`config.mk`:
```
export PLATFORM = sky130hd
export DESIGN_NAME = bin2bcd_seq
export DESIGN_NICKNAME = d
export VERILOG_FILES = /design/src/rtl/bin2bcd_seq.sv
export SDC_FILE = /design/constraint.sdc
export NUM_CORES = 1
export LEC_CHECK = 0
export ABC_CLOCK_PERIOD_IN_PS = 2100
export CORE_ASPECT_RATIO = 1.5
export CORE_MARGIN = 1
export CORE_UTILIZATION = 54
export DETAILED_ROUTE_END_ITERATION = 7
export GPL_TIMING_DRIVEN = 0
export PLACE_DENSITY = 0.91
export SLEW_MARGIN = 20
export SYNTH_ARGS = -nofsm -noshare
export SYNTH_HDL_FRONTEND = slang
export SYNTH_SLANG_ARGS = --single-unit
export TNS_END_PERCENT = 5
```
`constraint.sdc`:
```
create_clock -name clk -period 2.1 [get_ports clk]
set_clock_uncertainty 0.15 [all_clocks]
set_input_delay 0.315 -clock clk [delete_from_list [all_inputs] [get_ports clk]]
set_output_delay 0.315 -clock clk [all_outputs]
set_load 0.1 [all_outputs]
```
`src/rtl/bin2bcd_seq.sv`:
```
// bin2bcd_seq: sequential double-dabble binary-to-BCD converter.
// One magnitude bit is shifted into the BCD accumulator per clock. The design
// provides a start/busy/done handshake, optional two's complement input, a
// leading-zero blank mask and an overflow flag. Results are held until the
// next conversion completes.
module bin2bcd_seq #(
    parameter int WIDTH  = 16,
    parameter int DIGITS = 5,
    parameter bit SIGNED = 1'b1,
    parameter bit BLANK  = 1'b1
) (
    input  logic                  clk,
    input  logic                  rst,
    input  logic                  start,
    input  logic [WIDTH-1:0]      bin,
    output logic                  busy,
    output logic                  done,
    output logic [DIGITS*4-1:0]   bcd,
    output logic [3:0]            sgn,
    output logic [DIGITS-1:0]     blank,
    output logic                  ovf
);

    localparam int CW = $clog2(WIDTH + 1);

    typedef enum logic [1:0] {
        IDLE,
        SHIFT,
        FIN
    } state_t;

    state_t                 state;
    state_t                 state_next;

    logic [WIDTH-1:0]       shreg;
    logic [DIGITS*4-1:0]    acc;
    logic [DIGITS*4-1:0]    adj;
    logic [CW-1:0]          cnt;
    logic                   ovf_acc;
    logic                   neg_reg;

    logic                   neg;
    logic [WIDTH-1:0]       mag;
    logic [DIGITS-1:0]      blank_next;
    logic                   higher_zero;

    // The converter is busy from the accepting edge until the cycle before done.
    assign busy = (state != IDLE);

    // State register; reset aborts any conversion in flight.
    always_ff @(posedge clk) begin
        if (rst) begin
            state <= IDLE;
        end else begin
            state <= state_next;
        end
    end

    // Next-state logic: WIDTH shift cycles, then one cycle to publish results.
    always_comb begin
        state_next = state;
        case (state)
            IDLE:    if (start) state_next = SHIFT;
            SHIFT:   if (cnt == CW'(WIDTH - 1)) state_next = FIN;
            FIN:     state_next = IDLE;
            default: state_next = IDLE;
        endcase
    end

    // Sign split: negative inputs become their WIDTH-bit two's complement
    // magnitude, so the most negative value still converts exactly.
    always_comb begin
        neg = SIGNED && bin[WIDTH-1];
        mag = neg ? (~bin + WIDTH'(1)) : bin;
    end

    // Add-3 correction for every digit >= 5, skipped while the accumulator is
    // still empty on the first shift.
    always_comb begin
        adj = acc;
        if (cnt != '0) begin
            for (int d = 0; d < DIGITS; d++) begin
                if (acc[d*4 +: 4] >= 4'd5) begin
                    adj[d*4 +: 4] = acc[d*4 +: 4] + 4'd3;
                end
            end
        end
    end

    // Blank mask: a digit is blanked when it and all higher digits are zero;
    // digit 0 always shows and an overflowed result is never blanked.
    always_comb begin
        blank_next  = '0;
        higher_zero = 1'b1;
        for (int i = DIGITS - 1; i >= 1; i--) begin
            higher_zero   = higher_zero && (acc[i*4 +: 4] == 4'd0);
            blank_next[i] = higher_zero;
        end
        if (!BLANK || ovf_acc) begin
            blank_next = '0;
        end
    end

    // Datapath: capture on start, shift during SHIFT, publish outputs in FIN.
    always_ff @(posedge clk) begin
        if (rst) begin
            shreg   <= '0;
            acc     <= '0;
            cnt     <= '0;
            ovf_acc <= 1'b0;
            neg_reg <= 1'b0;
            bcd     <= '0;
            sgn     <= 4'hF;
            blank   <= '0;
            ovf     <= 1'b0;
            done    <= 1'b0;
        end else begin
            done <= 1'b0;
            case (state)
                IDLE: begin
                    if (start) begin
                        shreg   <= mag;
                        neg_reg <= neg;
                        acc     <= '0;
                        cnt     <= '0;
                        ovf_acc <= 1'b0;
                    end
                end
                SHIFT: begin
                    acc     <= {adj[DIGITS*4-2:0], shreg[WIDTH-1]};
                    shreg   <= shreg << 1;
                    ovf_acc <= ovf_acc | adj[DIGITS*4-1];
                    cnt     <= cnt + CW'(1);
                end
                FIN: begin
                    bcd   <= acc;
                    sgn   <= neg_reg ? 4'hA : 4'hF;
                    ovf   <= ovf_acc;
                    blank <= blank_next;
                    done  <= 1'b1;
                end
                default: begin
                end
            endcase
        end
    end

endmodule

```
==> flow_metrics.py <==
metrics = {
    "outcome": {
        "status": "finished clean",
    },
    "synthesis": {
        "ys_ff_latch": 72,
        "synthAdderAreaFrac": 0.06314,
        "synth.distinct_cells": 51,
        "synth-compound-area-share": 0.2164,
        "synthArstFlopShare": 0,
        "synth_top_cell_area_share": 0.4041,
        "syn_avg_cell_area_sq_um": 8.453,
        "synth_top_family_by_area": "compound AO/OA/AOI/OAI gates",
        "ys.flop_type": "dfxtp_1",
        "netlist_top_cells_count": "dfxtp_1, nand2_1, nor2_1, a21oi_1, ha_1",
        "synth_cells": 422,
        "synth-simple-area-share": 0.2020,
        "yosysMostFrequentCell": "dfxtp_1",
        "synth_xor_xnor_area_share": 0.04420,
        "synth_area_leader_cell": "dfxtp_1",
        "synth_area_leaders": "dfxtp_1, nand2_1, ha_1",
        "syn-cell-area_sq_mm": 0.003567,
        "synth_warnings": 0,
        "synthMuxAreaShare": 0.01684,
        "synth-edff-count": 0,
        "ys_seq_area_frac": 0.4041,
    },
    "grt": {
        "antenna_found_initial": 0,
        "gr-total-overflow": 0,
        "grt_max_degree": 13,
        "grt_pass1_wl_mm": 14.61,
        "grt_pass1_vias": 3219,
        "grt_usage": 0.2842,
    },
    "worst_setup_path": {
        "crit_path_start": "sgn[0]",
        "worstPathRequired_ns": 1.63,
        "cpLargestDelayFamily": "buffers and inverters",
        "critical_path.cell_chain": "clkdlybuf4s15_1",
        "cp.depth": 1,
        "crit_end": "sgn[0]",
        "timing.rr.start": "cnt[0]",
        "cp_slowest_cell": "clkdlybuf4s15_1",
        "crit_fanout": 3,
        "worstSetupStartpointType": "flop",
        "crit_buf_inv": 1,
        "r2r_cells": 8,
        "crit_path_end_kind": "output port",
        "cp.arrival_ns": 1.57,
        "max_stage_delay_ns": 0.84,
        "r2r_slack_ns": 0.16,
        "regToRegEndpoint": "acc[18]",
        "critical_path_class": "reg -> out",
    },
    "final_layout": {
        "final_cells": 563,
        "fill_cells": 474,
        "final_net_count": 521,
        "antenna_cells": 0,
        "register_area_sq_mm": 0.001441,
        "drive_gt1_frac": 0.1063,
        "multiInputGateArea_sq_mm": 0.001952,
        "synthToLayoutAreaGrowth_pct": 22.41,
        "top_regs": "acc x20, bcd x20, shreg x16",
        "final_core_util": 0.6973,
    },
    "clocking": {
        "cts_htree_levels": 3,
        "clock-sinks": 72,
        "path_clk_slew_ns": 0.08,
        "clk_latency_ns": 0.35,
        "cts_tree": "yes",
        "cts_root_buffer": "clkbuf_8",
        "numCtsBuffers": 9,
        "clk_path_buf_depth": 2,
        "hold_buffers": 0,
    },
    "timing": {
        "tns_ns": 0,
        "final-setup-viol-count": 0,
        "period_needed_ns": 2.040,
        "fmax_mhz": 490.2,
        "slew_headroom": 0.3608,
        "maxSlewViolCount": 0,
        "worstMarginPinSlew_ns": 0.9626,
        "rsz0062_at_grt": "no",
        "fin_crit_sh": 0.9713,
        "hold_viol": 0,
    },
    "place": {
        "dp_hpwl_mm": 6.167,
        "place.gp.congestion": 0.8540,
        "io_buffers": 47,
        "post-place-cells": 544,
    },
    "floorplan": {
        "io_pins": 51,
        "die_w_um": 68.36,
        "row_count": 35,
        "die_y_um": 101.5,
        "start_util": 0.5696,
        "core_area_sq_mm": 0.006262,
        "die_area_sq_mm": 0.006942,
    },
    "pwr": {
        "vdd_ir_drop_max_mv": 0.4143,
        "power.density_mw_per_mm2": 707.3,
        "leakage_uw": 0.001753,
    },
    "job": {
        "drv_cap": 0,
    },
    "detailed_routing": {
        "via_per_inst": 5.931,
        "drt_first_iter_violations": 374,
        "first_pass_iters": 5,
        "drcViolationCount": 0,
        "drt-total-wl_mm": 8.859,
        "ant_nets": 0,
        "wl_per_cell_um": 15.74,
        "via_count": 3339,
    },
    "worst_hold_path": {
        "hold_path.class": "reg -> reg",
    },
}
## worst min-delay path by stage
stage | startpoint | endpoint | slack [ns] | depth (start not counted)
2_1_floorplan | rst | done | 0.25 | 1
3_3_place_gp | blank[2] | blank[2] | 0.29 | 1
3_5_place_dp | blank[2] | blank[2] | 0.29 | 1
4_1_cts | bcd[14] | bcd[14] | 0.30 | 2
5_1_grt | bcd[12] | bcd[12] | 0.32 | 2
6_report | blank[2] | blank[2] | 0.30 | 1
## power by group
part           total (uW)  internal, uW  switching (uW)
Sequential           1420          1390            20.9
Combinational         333           124             209
Clock                1340           822             519
Total                3090          2340             749
## layer usage
layer / up-vias / track usage / part of all wire
li1: 1589 / - / -
met1: 1603 / 0.3006 / 0.37
met2: 121 / 0.5128 / 0.55
met3: 26 / 0.05743 / 0.048
met4: 0 / 0.1426 / 0.028
met5: - / 0 / 0
## worst register-to-register path: stages, from the launching register on
cell and delay (ns):
dfxtp_1 0.41, inv_1 0.07, ha_1 0.23, nor4b_4 0.14, buf_4 0.19, buf_4 0.15
nor2_2 0.15, mux2i_1 0.26, a22o_1 0.15
## logic make-up (layout without fill, tap and decap cells)
logic type                 count (synthesis)  after routing
other                                      2              3
AOI/OAI and AO/OA                        116            116
muxes                                      6              6
buffers and inverters                     40            106
and+or+nand+nor                          150            150
DFF                                       72             72
xor gates and xnor gates                  18             18
adders and majority gates                 18             18
## layout by cell type, fill, tap and decap left out, types with 3 or more instances in the layout
master,instances
a21oi_1,32
a22o_1,6
a22o_2,3
a22oi_1,15
buf_2,9
buf_4,8
bufinv_16,3
clkbuf_1,11
clkbuf_8,10
clkdlybuf4s50_1,18
conb_1,3
dfxtp_1,72
dlygate4sd2_1,26
ha_1,18
inv_1,16
mux2i_1,6
nand2_1,67
nand2b_1,9
nand3_1,4
nand3b_1,6
nor2_1,39
nor2_2,4
nor2b_1,3
o211ai_1,5
o21ai_0,13
o21ai_1,10
o22ai_1,12
o31ai_1,6
o31ai_2,3
or3_1,3
xnor2_1,6
xor2_1,12
## metrics by stage
stage | power (uW) | area [sq um] | worst slack, ns | hold WS [ns]
3_5_place_dp | 1758 | 4134 | -0.2454 | 0.2941
2_1_floorplan | 1648 | 3571 | 0.1218 | 0.2494
6_report | 3089 | 4367 | 0.06021 | 0.2997
4_1_cts | 3072 | 4344 | 0.003396 | 0.3037
3_3_place_gp | 1747 | 4134 | -0.2257 | 0.2864
5_1_grt | 3171 | 4367 | 0.02339 | 0.3232
## area by class of cell
class / instances / area share
multi-input cells: 311 / 0.4470
flip-flops and latches: 72 / 0.3301
repair buffers: 50 / 0.1037
clock buffers: 11 / 0.03238
plain buffers: 24 / 0.02808
clock inverters: 5 / 0.02378
well taps: 74 / 0.02120
inverters: 16 / 0.01375
## timing repair
| action | CTS | global route |
|---|---|---|
| resized for setup | 32 | 4 |
| setup endpoints to repair | 29 | 14 |
| setup buffers | 0 | 3 |
Power figures use the tool's default switching activity.
